**src/rtl/inst_text_writer.sv**
```systemverilog
// Streams a fixed-width ASCII string into the VGA character RAM, one character per cycle.
// Leading NULs become spaces, off-screen characters are clipped, and unchanged repeats are skipped.
module inst_text_writer #(
   parameter int unsigned NCHAR  = 19,
   parameter int unsigned COLS   = 80,
   parameter int unsigned ADDR_W = 12
) (
   input  logic                 clk_i,
   input  logic                 rst_i,
   input  logic [NCHAR*8-1:0]   inst_i,
   input  logic [4:0]           row_i,
   input  logic [6:0]           col_i,
   input  logic                 force_i,
   input  logic                 start_i,
   output logic                 busy_o,
   output logic                 done_o,
   output logic                 wr_en_o,
   output logic [ADDR_W-1:0]    wr_addr_o,
   output logic [7:0]           wr_data_o
);

   localparam int unsigned STR_W = NCHAR * 8;
   localparam int unsigned IDX_W = $clog2(NCHAR);
   localparam int unsigned LAST  = NCHAR - 1;
   localparam int unsigned AW    = (ADDR_W + 1 > 13) ? ADDR_W + 1 : 13;

   typedef enum logic [1:0] {
      S_IDLE  = 2'd0,
      S_WRITE = 2'd1,
      S_DONE  = 2'd2
   } state_e;

   state_e             state_q, state_d;
   logic [IDX_W-1:0]   idx_q, idx_d;
   logic [STR_W-1:0]   str_q, str_d;
   logic [4:0]         row_q, row_d;
   logic [6:0]         col_q, col_d;
   logic               last_valid_q, last_valid_d;
   logic [STR_W-1:0]   last_str_q, last_str_d;
   logic [4:0]         last_row_q, last_row_d;
   logic [6:0]         last_col_q, last_col_d;
   logic               busy_q, busy_d;
   logic               done_q, done_d;
   logic               wr_en_q, wr_en_d;
   logic [ADDR_W-1:0]  wr_addr_q, wr_addr_d;
   logic [7:0]         wr_data_q, wr_data_d;

   logic [7:0]         ch;
   logic               in_range;
   logic               skip;

   // Next-state and registered-output decode; outputs lag the state by one edge.
   always_comb begin
      state_d      = state_q;
      idx_d        = idx_q;
      str_d        = str_q;
      row_d        = row_q;
      col_d        = col_q;
      last_valid_d = last_valid_q;
      last_str_d   = last_str_q;
      last_row_d   = last_row_q;
      last_col_d   = last_col_q;
      busy_d       = (state_q != S_IDLE);
      done_d       = 1'b0;
      wr_en_d      = 1'b0;
      wr_addr_d    = wr_addr_q;
      wr_data_d    = wr_data_q;

      ch       = 8'(str_q >> ((LAST - 32'(idx_q)) * 32'd8));
      in_range = (32'(col_q) + 32'(idx_q)) < COLS;
      skip     = last_valid_q && !force_i && (inst_i == last_str_q) &&
                 (row_i == last_row_q) && (col_i == last_col_q);

      case (state_q)
         S_IDLE: begin
            if (start_i) begin
               str_d   = inst_i;
               row_d   = row_i;
               col_d   = col_i;
               idx_d   = '0;
               state_d = skip ? S_DONE : S_WRITE;
            end
         end
         S_WRITE: begin
            wr_en_d   = in_range;
            wr_addr_d = ADDR_W'(AW'(row_q) * AW'(COLS) + AW'(col_q) + AW'(idx_q));
            wr_data_d = (ch == 8'h00) ? 8'h20 : ch;
            if (idx_q == IDX_W'(LAST)) begin
               state_d      = S_DONE;
               last_valid_d = 1'b1;
               last_str_d   = str_q;
               last_row_d   = row_q;
               last_col_d   = col_q;
            end else begin
               idx_d = IDX_W'(idx_q + 1'b1);
            end
         end
         S_DONE: begin
            done_d  = 1'b1;
            state_d = S_IDLE;
         end
         default: state_d = S_IDLE;
      endcase
   end

   always_ff @(posedge clk_i) begin
      if (rst_i) begin
         state_q      <= S_IDLE;
         idx_q        <= '0;
         str_q        <= '0;
         row_q        <= '0;
         col_q        <= '0;
         last_valid_q <= 1'b0;
         last_str_q   <= '0;
         last_row_q   <= '0;
         last_col_q   <= '0;
         busy_q       <= 1'b0;
         done_q       <= 1'b0;
         wr_en_q      <= 1'b0;
         wr_addr_q    <= '0;
         wr_data_q    <= '0;
      end else begin
         state_q      <= state_d;
         idx_q        <= idx_d;
         str_q        <= str_d;
         row_q        <= row_d;
         col_q        <= col_d;
         last_valid_q <= last_valid_d;
         last_str_q   <= last_str_d;
         last_row_q   <= last_row_d;
         last_col_q   <= last_col_d;
         busy_q       <= busy_d;
         done_q       <= done_d;
         wr_en_q      <= wr_en_d;
         wr_addr_q    <= wr_addr_d;
         wr_data_q    <= wr_data_d;
      end
   end

   assign busy_o    = busy_q;
   assign done_o    = done_q;
   assign wr_en_o   = wr_en_q;
   assign wr_addr_o = wr_addr_q;
   assign wr_data_o = wr_data_q;

endmodule

```
**config.mk**
```make
export PLATFORM = sky130hd
export DESIGN_NAME = inst_text_writer
export DESIGN_NICKNAME = d
export VERILOG_FILES = /design/src/rtl/inst_text_writer.sv
export SDC_FILE = /design/constraint.sdc
export NUM_CORES = 1
export LEC_CHECK = 0
export CORE_UTILIZATION = 56
export CTS_CLUSTER_DIAMETER = 80
export DETAILED_ROUTE_END_ITERATION = 10
export PLACE_DENSITY = 0.82
export SYNTH_ARGS = -nofsm -noshare
export SYNTH_HDL_FRONTEND = slang
export SYNTH_SLANG_ARGS = --single-unit
```
**constraint.sdc**
```tcl
create_clock -name clk_i -period 3.7 [get_ports clk_i]
set_clock_uncertainty 0.2 [all_clocks]
set_input_delay 0.555 -clock clk_i [delete_from_list [all_inputs] [get_ports clk_i]]
set_output_delay 0.555 -clock clk_i [all_outputs]
set_load 0.1 [all_outputs]
```
; Word-level counts from Yosys, hierarchy flattened
; Cells that the tools add are included.
[word_totals]
register_bits = 359
out_inout_bits = 23
elab_cells = 55
[classes]
add_sub_neg = 5
multipliers = 1
n_lt_le_gt_ge = 1
n_eq_ne = 9
shift = 1
muxes = 9
n_bitwise = 1
reduce_logical = 14
[ops]
columns = cell, n
row1 = 152-bit equality test, 1
row2 = 152-bit by 32-bit >> shifter with 8-bit output, 1
row3 = 12-bit by 5-bit adder with 12-bit output, 1
row4 = 12-bit by 7-bit adder with 12-bit output, 1
row5 = 5-bit two-way mux, 2
row6 = 5-bit one-hot mux with 2 select lines, 1
row7 = 7-bit by 5-bit adder with 8-bit output, 1
row8 = 8-bit logical NOT, 1
row9 = "8-bit by 7-bit less-than comparator with 1-bit output, second input constant", 1
row10 = "5-bit by 3-bit multiplier with 8-bit output, second input constant", 1
row11 = 8-bit two-way mux, 1
row12 = 7-bit equality test, 1
row13 = 2-bit two-way mux, 3
row14 = "2-bit != test, second input constant", 3
row15 = 2-bit AND reduction, 3
row16 = "5-bit by 5-bit subtractor with 6-bit output, first input constant", 1
row17 = "5-bit by 1-bit adder with 5-bit output, second input constant", 1
row18 = 5-bit equality test, 1
row19 = "5-bit equality test, second input constant", 1
row20 = 1-bit logical AND, 4
row21 = 2-bit one-hot mux with 2 select lines, 1
row22 = 2-bit nonzero test, 2
row23 = 3-bit AND reduction, 1
row24 = "2-bit by 1-bit equality test with 1-bit output, second input constant", 1
row25 = 6 further kinds, 6

; Depth between registers and ports, before layout
[depth]
depth_word = 8
depth_mapped = 13

; Least setup slack after synthesis
; Ideal clock, no wire load.
[synth_timing]
path_type = register to register
startpoint = reg idx_q[0]
endpoint = reg wr_data_q[5] (netlist: wr_data_o[5])
setup_ns = 0.116
arrival_ns = 2.943
t_required_ns = 3.384
slack_ns = 0.441
stages_incl_launch_ff = 11
path_cell_list = dfxtp_1 -> buf_2 -> clkbuf_1 -> inv_1 -> ha_1 -> clkbuf_1 -> mux4_2 -> mux4_2 -> a221oi_1 -> nor2_1 -> a31o_2
[synth_between]
elab_chain_len = 4
[synth_rtl]
columns = element, line
row1 = "start, declared", 34  ; logic [IDX_W-1:0] idx_q, idx_d;
row2 = "start signal, assigned", 124  ; idx_q <= idx_d;
row3 = 5-bit by 5-bit subtractor with 6-bit output *, 69  ; ch = 8'(str_q >> ((LAST - 32'(idx_q)) * 32'd8));
row4 = 152-bit by 32-bit >> shifter with 8-bit output *, 69
row5 = 8-bit logical NOT, 87  ; wr_data_d = (ch == 8'h00) ? 8'h20 : ch;
row6 = 8-bit two-way mux *, 87
row7 = "end signal, assigned", 136  ; wr_data_q <= wr_data_d;
row8 = "end, declared", 46  ; logic [7:0] wr_data_q, wr_data_d;
; Mark *: on every way between the ends. The rest lies on a longest branch, timed or not.
; A chain may end at the register's enable or synchronous reset.

; Final worst setup path
[layout_timing]
startpoint = in inst_i[132]
endpoint = reg state_q[1]
[layout_between]
elab_chain_len = 7
[layout_rtl]
columns = element, line
row1 = "start, declared", 10  ; input logic [NCHAR*8-1:0] inst_i,
row2 = 152-bit equality test, 71  ; skip = last_valid_q && !force_i && (inst_i == last_str_q) &&
row3 = 1-bit logical AND (2 in series), 71
row4 = 1-bit logical AND, 72  ; (row_i == last_row_q) && (col_i == last_col_q);
row5 = 2-bit two-way mux, 81  ; state_d = skip ? S_DONE : S_WRITE;
row6 = 2-bit two-way mux, 76  ; if (start_i) begin
row7 = 2-bit one-hot mux with 2 select lines, 74  ; case (state_q)
row8 = "end signal, assigned", 123  ; state_q <= state_d;
row9 = "end, declared", 33  ; state_e state_q, state_d;
; No other way between the ends. The select of a mux whose other input is x is not followed.

==> qor.log <==
qor: run_status.status finished clean
qor: synth.yosysWarningCount 0
qor: cts.cts_hold_buf 0
qor: cells_and_area.drive_gt1_frac 0.0691
qor: setup_path.crit_path_frequent_cell sky130_fd_sc_hd__or4_1
qor: detailed_routing.route.final.wire_length 63500 µm
qor: synth.yosys.area.top_type sky130_fd_sc_hd__dfxtp_1
qor: cts.clkLatencyLatePin 0.54 ns
qor: setup_path.setup.worst_path.class in2reg
qor: power_and_ir_drop.power_per_cell_area 474 mW/mm²
qor: synth.synthCells 2086
qor: timing.layout_worst_path_cycle_share 0.928
qor: cts.clk_path_buf_depth 3
qor: timing.relSlewSlack 0.329
qor: setup_path.critical_path_data_required_time 3.95 ns
qor: synth.mean_cell_area_of_the_mapped_netlist 7.88 µm²
qor: detailed_routing.detailedRoute.firstPassIterationCount 7
qor: synth.leading_cell_types_by_total_area_after_synthesis sky130_fd_sc_hd__dfxtp_1 (44%), sky130_fd_sc_hd__nand2_1 (17%), sky130_fd_sc_hd__a21oi_1 (10%), sky130_fd_sc_hd__mux4_2 (4.7%), sky130_fd_sc_hd__xor2_1 (2.8%)
qor: place.preCtsSetupSlack -0.0675 ns
qor: detailed_routing.drtAntennaViolNets 0
qor: global_routing.grt_first_pass_wirelength 93400 µm
qor: timing.worst_pin_slew 1.00 ns
qor: timing.grt_setup_unrepaired false
qor: synth.synth.top_cell.area_share 0.437
qor: global_routing.grt_antenna_before_repair 4
qor: place.place.gp.congestion 1.01
qor: cts.cts-buffers-inserted 40
qor: setup_path.crit_path_cell_trace clkdlybuf4s50_1, xnor2_1, nand4b_1, a2111oi_0, nand4_1, or4_1, or4_1, a211oi_2
qor: detailed_routing.drcViolationCount 0
qor: timing.final-hold-violation-count 0
qor: cells_and_area.flow.area_growth_from_synthesis 22.8%
qor: setup_path.timing.critical_path.arrival 3.68 ns
qor: power_and_ir_drop.ir_drop 0.472 mV
qor: synth.synth-seq-area-share 0.437
qor: cts.clkSinkCount 359
qor: global_routing.grt_start_max_net_pins 179
qor: setup_path.critical_path.top_delay_family simple AND/OR/NAND/NOR gates
qor: timing.timing.final.crit_period 3.43 ns
qor: detailed_routing.post_drt_via_cell_ratio 6.09
qor: power_and_ir_drop.p_switching 2510 µW
qor: cts.tritoncts yes
qor: cts.clkTransAtPathRegs 0.06 ns
qor: synth.synthesis.area 0.0164 mm²
qor: cts.cts.repair.resized 0
qor: die.chipWidth 173 µm
qor: timing.final-max-slew-violation-count 0
qor: power_and_ir_drop.p_int 7050 µW
qor: global_routing.grt_overflow 0
qor: global_routing.grt_use_met1 0.566
qor: setup_path.timing.critical_path.from_type input pin
qor: timing.setup_viol 0
qor: power_and_ir_drop.comb_power_share 0.124
qor: setup_path.slowest_stage sky130_fd_sc_hd__a2111oi_0
qor: die.dieArea 0.0300 mm²
qor: place.hpwlAfterDp 46400 µm
qor: die.floorplan.initialDensity 0.571
qor: power_and_ir_drop.leakagePower 0.00754 µW
qor: setup_path.critPathBufInv 1
qor: setup_path.critical_path.max_fanout 2
qor: cells_and_area.post_layout_nonfiller_instances 2646
qor: synth.synth_nets 2282
qor: setup_path.critical_path.max_stage_delay 0.66 ns
qor: power_and_ir_drop.pwr-share-clk 0.446
qor: die.ioPinCount 191
qor: die.design.core.area 0.0288 mm²
qor: detailed_routing.routed_wire_length_per_instance 24.0 µm
qor: synth.synth_edf_count 0
qor: global_routing.met3_use_gr 0.0548
qor: flow_run.max-cap-violations 0
qor: min_path.holdCritPathClass reg2reg
qor: global_routing.globalRouteTotalUtil 0.416
qor: die.die-height 173 µm
qor: synth.synth_most_common_cell sky130_fd_sc_hd__nand2_1
qor: cells_and_area.final_net_count 2424
qor: global_routing.busiest_layer met2
qor: timing.final.setup.worst_slack 0.267 ns
qor: timing.fmax 291 MHz
qor: power_and_ir_drop.switching_share 0.263
qor: global_routing.grtUsageMet2 0.659
qor: synth.synth_top_flop_cell sky130_fd_sc_hd__dfxtp_1
qor: synth.postSynth.asyncResetShare 0
qor: die.number_of_placement_rows 62
qor: detailed_routing.drt_iter0_drc 2249
qor: synth.synth.lib_cells_used.distinct 51
qor: cts.cts_setup_buffers 0
qor: setup_path.critical_path.endpoint_type flip-flop
qor: timing.totalNegativeSetupSlack 0 ns
qor: synth.commonest_cells_in_the_synthesized_netlist sky130_fd_sc_hd__nand2_1 (736), sky130_fd_sc_hd__dfxtp_1 (359), sky130_fd_sc_hd__a21oi_1 (344), sky130_fd_sc_hd__clkbuf_1 (115), sky130_fd_sc_hd__inv_1 (65)
qor: cts.cts-root-buf sky130_fd_sc_hd__clkbuf_16
qor: place.placement.io_buffers 190
qor: detailed_routing.dr_total_vias 16100
qor: place.place_inst 2570
qor: synth.ys_seq_elements 359
qor: global_routing.grt_pass1_vias 15100
qor: cts.clock_tree.htree_level_count 2
qor: power_and_ir_drop.power.sequential.fraction 0.431
==> final timing paths <==
| path | cells after the start | end | start | slack, ns |
|---|---|---|---|---|
| worst min register to register | 2 | wr_addr_o[5]$_SDFFE_PP0P_ | wr_addr_o[5]$_SDFFE_PP0P_ | 0.25 |
| worst min-delay path | 2 | wr_addr_o[5]$_SDFFE_PP0P_ | wr_addr_o[5]$_SDFFE_PP0P_ | 0.25 |
| worst max register to register | 6 | wr_data_o[5]$_SDFFE_PP0P_ | idx_q[1]$_SDFFE_PP0P_ | 0.37 |
| worst max-delay path | 8 | state_q[1]$_SDFFE_PP0P_ | inst_i[132] | 0.27 |
==> state kept, by name (all words and copies together), names as in the netlist <==
signal / flops
last_valid_q: 1
wr_data_o: 8
str_q: 152
state_q: 2
last_col_q: 7
col_q: 7
row_q: 5
last_str_q: 152
wr_addr_o: 12
idx_q: 5
last_row_q: 5
busy_o: 1
wr_en_o: 1
done_o: 1
==> tightest hold or removal path, cell delays in order, from the launching register on <==
cell and delay, ns:
sky130_fd_sc_hd__dfxtp_1 0.30, sky130_fd_sc_hd__nand2_1 0.05, sky130_fd_sc_hd__a21oi_1 0.05
==> cell usage in the layout, fill, tap and decap left out, drive strengths merged, types with 6 or more instances in the layout <==
cell type	count
a211oi	6
mux2i	16
o22ai	23
buf	42
nor4	25
nand4	18
clkinv	8
nand2b	16
bufinv	7
clkbuf	53
a21o	7
inv	70
o21ai	21
nand3	11
clkdlybuf4s50	189
ha	22
xnor2	49
nand2	736
mux4	34
nor2b	47
nor2	21
nor3	10
fa	6
a21oi	344
a2111o	14
dfxtp	359
xor2	53
==> through the flow <==
stage | util | hold WS (ns) | area (µm²) | power [µW]
after detailed placement | 0.652 | 0.246 | 18800 | 5340
after floorplan | - | 0.236 | 16400 | 4760
after global routing | 0.701 | 0.276 | 20200 | 9780
final | 0.701 | 0.250 | 20200 | 9560
after global placement | 0.652 | 0.238 | 18800 | 5320
after CTS | 0.701 | 0.252 | 20200 | 9520
==> area by class of cell <==
type | count | area (µm²)
Antenna cell | 3 | 7.51
Clock buffer | 53 | 1100
Clock inverter | 20 | 294
Fill cell | 2255 | 8600
Inverter | 67 | 251
Multi-Input combinational cell | 1529 | 8520
Sequential cell | 359 | 7190
Tap cell | 384 | 480
Timing Repair Buffer | 231 | 2340
==> cell families (layout without fill, tap and decap cells) <==
family,Yosys count,after routing,share of synthesized area
flip-flops,359,359,0.437
AND/OR/NAND/NOR,898,898,0.226
XOR/XNOR,102,102,0.0544
multiplexers,50,50,0.0563
buffers and inverters,198,371,0.0464
AO/OA/AOI/OAI,451,451,0.155
adder cells (fa/ha/maj),28,28,0.0241
other,0,3,0
==> routing by layer <==
layer,up-vias,part of all wire
met4,2,0.049
met1,7799,0.41
met5,-,0.00019
met2,941,0.46
met3,143,0.083
li1,7236,-
==> power by group through the flow <==
| stage | Clock (µW) | Sequential [µW] | Combinational (µW) |
|---|---|---|---|
| 6_report | 4260 | 4120 | 1180 |
| 5_1_grt | 4410 | 4120 | 1240 |
| 4_1_cts | 4250 | 4110 | 1160 |
| 3_5_place_dp | 0 | 4190 | 1150 |
| 3_3_place_gp | 0 | 4190 | 1140 |
| 2_1_floorplan | 0 | 4240 | 521 |
Note: power is estimated with default switching activity, not from simulation.
